==> src/rtl/branch_predictor.sv <==
// IF-stage branch target buffer with 2-bit saturating direction counters.
// Resolves ID-stage branches, flags mispredicts and keeps statistics.
module branch_predictor #(
    parameter int IDX_BITS = 4
) (
    input  logic        Clk,
    input  logic        Reset,
    input  logic [31:0] IF_PC,
    output logic        IF_PredTaken,
    output logic [31:0] IF_PredTarget,
    input  logic        ID_Valid,
    input  logic [31:0] ID_PC,
    input  logic        ID_Taken,
    input  logic [31:0] ID_Target,
    input  logic        ID_PredTaken,
    input  logic [31:0] ID_PredTarget,
    output logic        Mispredict,
    output logic [31:0] CorrectPC,
    output logic [31:0] BranchCount,
    output logic [31:0] MispredictCount
);

    localparam int N     = 1 << IDX_BITS;
    localparam int TAG_W = 32 - IDX_BITS - 2;

    logic             r_valid  [N];
    logic [TAG_W-1:0] r_tag    [N];
    logic [31:0]      r_target [N];
    logic [1:0]       r_ctr    [N];
    logic [31:0]      r_branch_cnt;
    logic [31:0]      r_mispred_cnt;

    logic [IDX_BITS-1:0] w_if_idx;
    logic [TAG_W-1:0]    w_if_tag;
    logic                w_if_hit;
    logic [IDX_BITS-1:0] w_id_idx;
    logic [TAG_W-1:0]    w_id_tag;
    logic                w_id_hit;
    logic                w_mispredict;

    assign w_if_idx = IF_PC[IDX_BITS+1:2];
    assign w_if_tag = IF_PC[31:IDX_BITS+2];
    assign w_id_idx = ID_PC[IDX_BITS+1:2];
    assign w_id_tag = ID_PC[31:IDX_BITS+2];

    // Zero-latency lookup from registered state; no bypass of a same-cycle update.
    always_comb begin
        w_if_hit      = r_valid[w_if_idx] && (r_tag[w_if_idx] == w_if_tag);
        IF_PredTaken  = w_if_hit && r_ctr[w_if_idx][1];
        IF_PredTarget = IF_PredTaken ? r_target[w_if_idx] : IF_PC + 32'd4;
    end

    // Resolution: wrong direction, or right direction but wrong target.
    always_comb begin
        w_id_hit     = r_valid[w_id_idx] && (r_tag[w_id_idx] == w_id_tag);
        w_mispredict = ID_Valid &&
                       ((ID_Taken != ID_PredTaken) ||
                        (ID_Taken && ID_PredTaken && (ID_Target != ID_PredTarget)));
        Mispredict   = w_mispredict;
        CorrectPC    = ID_Taken ? ID_Target : ID_PC + 32'd4;
    end

    assign BranchCount     = r_branch_cnt;
    assign MispredictCount = r_mispred_cnt;

    // Table training and statistics on each resolved branch.
    always_ff @(posedge Clk or posedge Reset) begin
        if (Reset) begin
            for (int i = 0; i < N; i++) begin
                r_valid[i]  <= 1'b0;
                r_tag[i]    <= '0;
                r_target[i] <= '0;
                r_ctr[i]    <= 2'b01;
            end
            r_branch_cnt  <= '0;
            r_mispred_cnt <= '0;
        end else if (ID_Valid) begin
            if (w_id_hit) begin
                if (ID_Taken) begin
                    if (r_ctr[w_id_idx] != 2'b11) begin
                        r_ctr[w_id_idx] <= r_ctr[w_id_idx] + 2'b01;
                    end
                    r_target[w_id_idx] <= ID_Target;
                end else if (r_ctr[w_id_idx] != 2'b00) begin
                    r_ctr[w_id_idx] <= r_ctr[w_id_idx] - 2'b01;
                end
            end else if (ID_Taken) begin
                r_valid[w_id_idx]  <= 1'b1;
                r_tag[w_id_idx]    <= w_id_tag;
                r_target[w_id_idx] <= ID_Target;
                r_ctr[w_id_idx]    <= 2'b10;
            end
            r_branch_cnt  <= r_branch_cnt + 32'd1;
            r_mispred_cnt <= r_mispred_cnt + {31'd0, w_mispredict};
        end
    end

endmodule

==> config.mk <==
export PLATFORM = sky130hd
export DESIGN_NAME = branch_predictor
export DESIGN_NICKNAME = d
export VERILOG_FILES = /design/src/rtl/branch_predictor.sv
export SDC_FILE = /design/constraint.sdc
export NUM_CORES = 2
export LEC_CHECK = 0
export BUFFER_PORTS_ARGS = -buffer_cell sky130_fd_sc_hd__buf_2
export CAP_MARGIN = 20
export CORE_UTILIZATION = 56
export CTS_CLUSTER_DIAMETER = 120
export DETAILED_ROUTE_END_ITERATION = 8
export HOLD_SLACK_MARGIN = 0.03
export PLACE_DENSITY_LB_ADDON = 0.3
export SYNTH_ARGS = -nofsm -noshare
export SYNTH_HDL_FRONTEND = slang
export SYNTH_SLANG_ARGS = --single-unit
==> constraint.sdc <==
create_clock -name Clk -period 38.4 [get_ports Clk]
set_clock_uncertainty 0.15 [all_clocks]
set_input_delay 7.68 -clock Clk [delete_from_list [all_inputs] [get_ports Clk]]
set_output_delay 7.68 -clock Clk [all_outputs]
set_load 0.01 [all_outputs]
After elaboration in Yosys (flattened, before gate mapping)

Cells that the tools add are included.

Register bits after elaboration: 1040
Bits in latches: 0
RAM bits: 0
Bits in read-only memories: 0
Bits of input ports: 133
Output and inout bits: 130
Word-level logic and storage cells: 142
Memories kept: 0

Add/sub/neg operators: 6
$mul: 0
Divide/modulo/power cells: 0
$lt $le $gt $ge: 3
Equal/unequal tests: 6
Shift-type cells: 0
Mux-type cells: 40
Bitwise operators: 7
Reductions and logical operators: 14

Operators by type and width:

| kind                                                            | count |
|---|---|
| 512-bit bitwise mux                                             | 1 |
| 416-bit bitwise mux                                             | 1 |
| 32-bit 2-to-1 mux                                               | 10 |
| 26-bit binary-select mux with 4-bit select                      | 2 |
| 26-bit 2-to-1 mux                                               | 5 |
| 32-bit binary-select mux with 4-bit select                      | 1 |
| 32-bit demux with 4-bit select                                  | 1 |
| 26-bit demux with 4-bit select                                  | 1 |
| 32-bit by 3-bit adder with 32-bit output, second input constant | 2 |
| 32-bit bitwise mux                                              | 2 |
| 26-bit equality test                                            | 2 |
| 32-bit by 1-bit adder with 32-bit output                        | 1 |
| 32-bit by 1-bit adder with 32-bit output, second input constant | 1 |
| 32-bit != test                                                  | 1 |
| 16-bit bitwise OR                                               | 2 |
| 16-bit AND                                                      | 1 |
| 2-bit binary-select mux with 4-bit select                       | 2 |
| 16-bit inverter                                                 | 1 |
| 5-bit >= comparator, second input constant                      | 2 |
| 2-bit 2-to-1 mux                                                | 5 |
| 4-bit inverter with 5-bit output                                | 2 |
| 1-bit binary-select mux with 4-bit select                       | 2 |
| 2-bit demux with 4-bit select                                   | 1 |
| 1-bit logical AND                                               | 7 |
| 14 further kinds                                                | 20 |

Depth between registers and ports, before layout

Depth in word-level cells: 9
Gate-level depth with buffers: 19

Least setup slack after synthesis

OpenSTA, ideal clock, no wires.

Path type: input to output
Start point: input port IF_PC[3]
End point: output port IF_PredTarget[10]
Arrival time: 11.321 ns
Required time: 30.570 ns
Slack: 19.249 ns
Cell stages on the path: 12
Buffers on the path: 5
Cell sequence: clkbuf_1 buf_1 clkbuf_1 mux4_2 mux4_2 xnor2_1 nand4_1 nor4b_1 nand4_1 clkbuf_1 buf_1 a21oi_1

Longest elaborated chain between the ends: 8
Elaborated cells between the ends (all ways): 18
Those cells by class: 1 x add/sub; 1 x eq/ne; 13 x mux; 1 x bitwise; 2 x reduce/logical

Ends and longest elaborated chain:

| element                                                | RTL line   | RTL |
|---|---|---|
| from (decl)                                            | 8          | `input logic [31:0] IF_PC,` |
| 4-bit inverter with 5-bit output (not written as such) | 48, 49, 50 |  |
| 26-bit binary-select mux with 4-bit select             | 48         | `w_if_hit = r_valid[w_if_idx] && (r_tag[w_if_idx] == w_if_tag);` |
| 26-bit 2-to-1 mux (not written as such) (2 in a row)   | 48         |  |
| 26-bit equality test                                   | 48         |  |
| 1-bit logical AND                                      | 48         |  |
| 1-bit logical AND                                      | 49         | `IF_PredTaken = w_if_hit && r_ctr[w_if_idx][1];` |
| 32-bit 2-to-1 mux (*)                                  | 50         | `IF_PredTarget = IF_PredTaken ? r_target[w_if_idx] : IF_PC + 32'd4;` |
| to (decl)                                              | 10         | `output logic [31:0] IF_PredTarget,` |

Mark *: on every way between the ends. The rest lies on a longest branch, timed or not. The select of a mux whose other input is x is not followed.

Worst setup path in the final report

Start point: input port IF_PC[2]
End point: output port IF_PredTarget[30]

Same word-level chain as after synthesis.

==> results.cfg <==
[worst_setup_path]
cp.arrival_ns = 13.42
crit_chain = buf_8 > buf_12 > buf_4 > buf_4 > ha_1 > and3_1 > and3_1 > nand2_1 > nor2_1 > nand3_1 > xor2_1 > a21oi_1 > buf_2
cp.buffers_inverters = 5
cpLargestDelayFamily = buffers and inverters
r2r-end = r_ctr[21]
startpoint_type = primary input
worst-setup-path-type = in -> out
max_stage_delay_ns = 0.77
critPathMaxFanout = 88
worstPathRequired_ns = 30.57
cp-end-kind = output pin
worstRegToRegCells = 11
regToRegSetupSlack_ns = 33.73
cp_slowest_cell = buf_4
reg2reg_from = r_tag[276]

[cells_and_area]
layout-drive-gt1-share_pct = 47.1
nFillCells = 6897
multi_input_area_um2 = 25900
syn2layout_area_growth_pct = 11.7
mostFrequentLayoutCells = dfrtp_1, mux2_2, mux4_2
postLayoutCoreUtil_pct = 63.4
final_common_cell = dfrtp_1
fin_nets = 3924
stdcell_area_um2 = 59500
regArea_um2 = 26000

[clocking]
cts_tree = yes
cts_setup_buffers = 0
cts_buffers = 107
cts_max_level = 3
cts_hold_buf = 0
clock_latency_ns = 0.73
cts_resized = 0
path_clk_slew_ns = 0.06
cts-root-buf = clkbuf_16
clock-sinks = 1040
cts_buffer_depth = 3

[die]
die_area_um2 = 96300
core_area_um2 = 93700
initial_utilization_pct = 56.8
die_w_um = 310
std_cell_rows = 112
die_h_um = 310
io_pins = 263

[route]
top_layer = met5
wl_per_cell_um = 30.2
vias_per_cell = 6.65
num_vias = 34164
dr_wl_met3_um = 14100
dr.pass1.iters = 5
wl_met2_um = 72300
drtAntennaViolNets = 0
post-route-drc-count = 0
wl_met1_um = 62100
dr.first_iter.drc_count = 3703
wirelength_um = 155000

[place]
dp_hpwl_um = 96000
place_area_um2 = 55500
numPortBuffers = 262
gp_congestion = 0.969

[pwr]
netSwitchingPower_w = 0.000852
p_sw_share_pct = 27.0
power.density_nw_per_um2 = 53.2
clockPowerShare_pct = 35.5
pwr-share-comb_pct = 19.1
intPower_w = 0.00231
peakVddDrop_v = 0.0000438
power_frac_seq_pct = 45.4
p_leak_nw = 26.0

[hold_path]
hold_path_end = MispredictCount[31]
min_path_cells = 1
hold_class = reg -> reg
hp-start = MispredictCount[31]

[synth]
ys_ff_latch = 1040
synth_nets = 3811
synth.distinct_cells = 73
yosys.area.top_type = dfrtp_1
synthCells = 3667
synth-edff-count = 0
async_reset_ff_share_pct = 100
ys.flop_type = dfrtp_1
yosysSeqAreaShare_pct = 48.9
ys_warn_count = 0
syn_area_um2 = 53200
syn_avg_cell_area_um2 = 14.5
synth_top_area_share_pct = 48.1
synth_area_leaders = dfrtp_1, mux2_2, mux4_2

[sta]
tightest_slew_ns = 1.15
finalHoldViolations = 0
drv_slew = 0
fin_crit_sh_pct = 55.3
max_slew_margin_pct = 23.2
timing.fmax_mhz = 47.1
fin_crit_ns = 21.25
setup_viol = 0
rsz0062_at_grt = false
setup_tns_ns = 0

[global_route]
grt_pass1_wl_um = 231000
gr-total-overflow = 0
grt_usage_pct = 32.9
antenna_found_initial = 10
grt_pass1_vias = 34419
grt_max_degree = 130

[status]
status = completed

[run]
drv_cap = 0
==> kinds of logic after synthesis <==
kind of cell             after synthesis  share of synthesized area, %
XOR/XNOR                             190                          3.13
buffers and inverters                362                          2.82
adder cells (fa/ha/maj)               11                         0.259
AND/OR/NAND/NOR                      449                          4.30
multiplexers                        1426                          38.2
AO/OA/AOI/OAI                        189                          2.37
flip-flops                          1040                          48.9
==> worst register-to-register path: cells and delay by family (launching register included) <==
kind / cells / cell delay [ns]
mux: 2 / 0.89
compound gates: 5 / 1.78
flops: 1 / 0.40
buf+inv: 1 / 0.55
simple gates: 3 / 0.76
==> final cells by class <==
type,count,area share (%)
antenna,6,0.0252
clock buffer,146,5.12
clock inverter,58,1.36
inverter,30,0.202
multi-input combinational,2265,43.5
sequential,1040,43.8
tap,1254,2.64
timing repair buffer,336,3.35
==> stage by stage <==
stage	setup slack [ns]	total power, W	std cells	hold WS [ns]
after global placement	17.20	0.00202	4920	0.303
final	17.15	0.00316	5135	0.322
after detailed placement	17.20	0.00204	4922	0.314
after floorplan	1.33	0.00186	3667	0.300
after global routing	16.76	0.00328	5131	0.350
after CTS	17.17	0.00316	5126	0.326
==> routing by layer <==
metal,up-vias,global-route usage (%)
met5,-,0
met3,390,8.42
met4,14,12.9
met1,18199,45.0
li1,13960,-
met2,1601,50.6
==> flip-flops by register name, summed over array words and instances, names as in the netlist <==
register / flops
MispredictCount: 32
r_target: 512
BranchCount: 32
r_valid: 16
r_ctr: 32
r_tag: 416
==> synth_stat cells, types with 11 or more instances <==
library cell and n:
dfrtp_1 1024, mux2_2 838, mux4_2 387, clkbuf_1 220
mux2_1 138, nand2_1 138, xnor2_1 131, nor2_1 82
mux2i_1 63, nand3_1 62, xor2_1 59, buf_1 49
buf_2 45, o21ai_0 44, a21oi_1 40, nand4_1 35
inv_1 27, and3_1 25, dfstp_2 16, a22oi_1 15
nor3_1 15, nor2b_1 14, or2_2 14, buf_4 13
ha_1 11, nor3_2 11
==> worst max-delay path by stage <==
stage	cells past startpoint	to	start	slack, ns
6_report	13	IF_PredTarget[30]	IF_PC[2]	17.15
5_1_grt	13	IF_PredTarget[30]	IF_PC[2]	16.76
4_1_cts	13	IF_PredTarget[30]	IF_PC[2]	17.17
3_5_place_dp	13	IF_PredTarget[30]	IF_PC[2]	17.20
3_3_place_gp	13	IF_PredTarget[30]	IF_PC[2]	17.20
2_1_floorplan	1	BranchCount[0]	Reset	1.33
==> power groups by stage <==
stage	Sequential, W	Clock, W	Combinational (W)
2_1_floorplan	0.00141	0	0.000454
3_3_place_gp	0.00143	0	0.000583
3_5_place_dp	0.00145	0	0.000598
4_1_cts	0.00143	0.00113	0.000601
5_1_grt	0.00146	0.00118	0.000642
6_report	0.00144	0.00112	0.000603
Power figures use the tool's default switching activity.
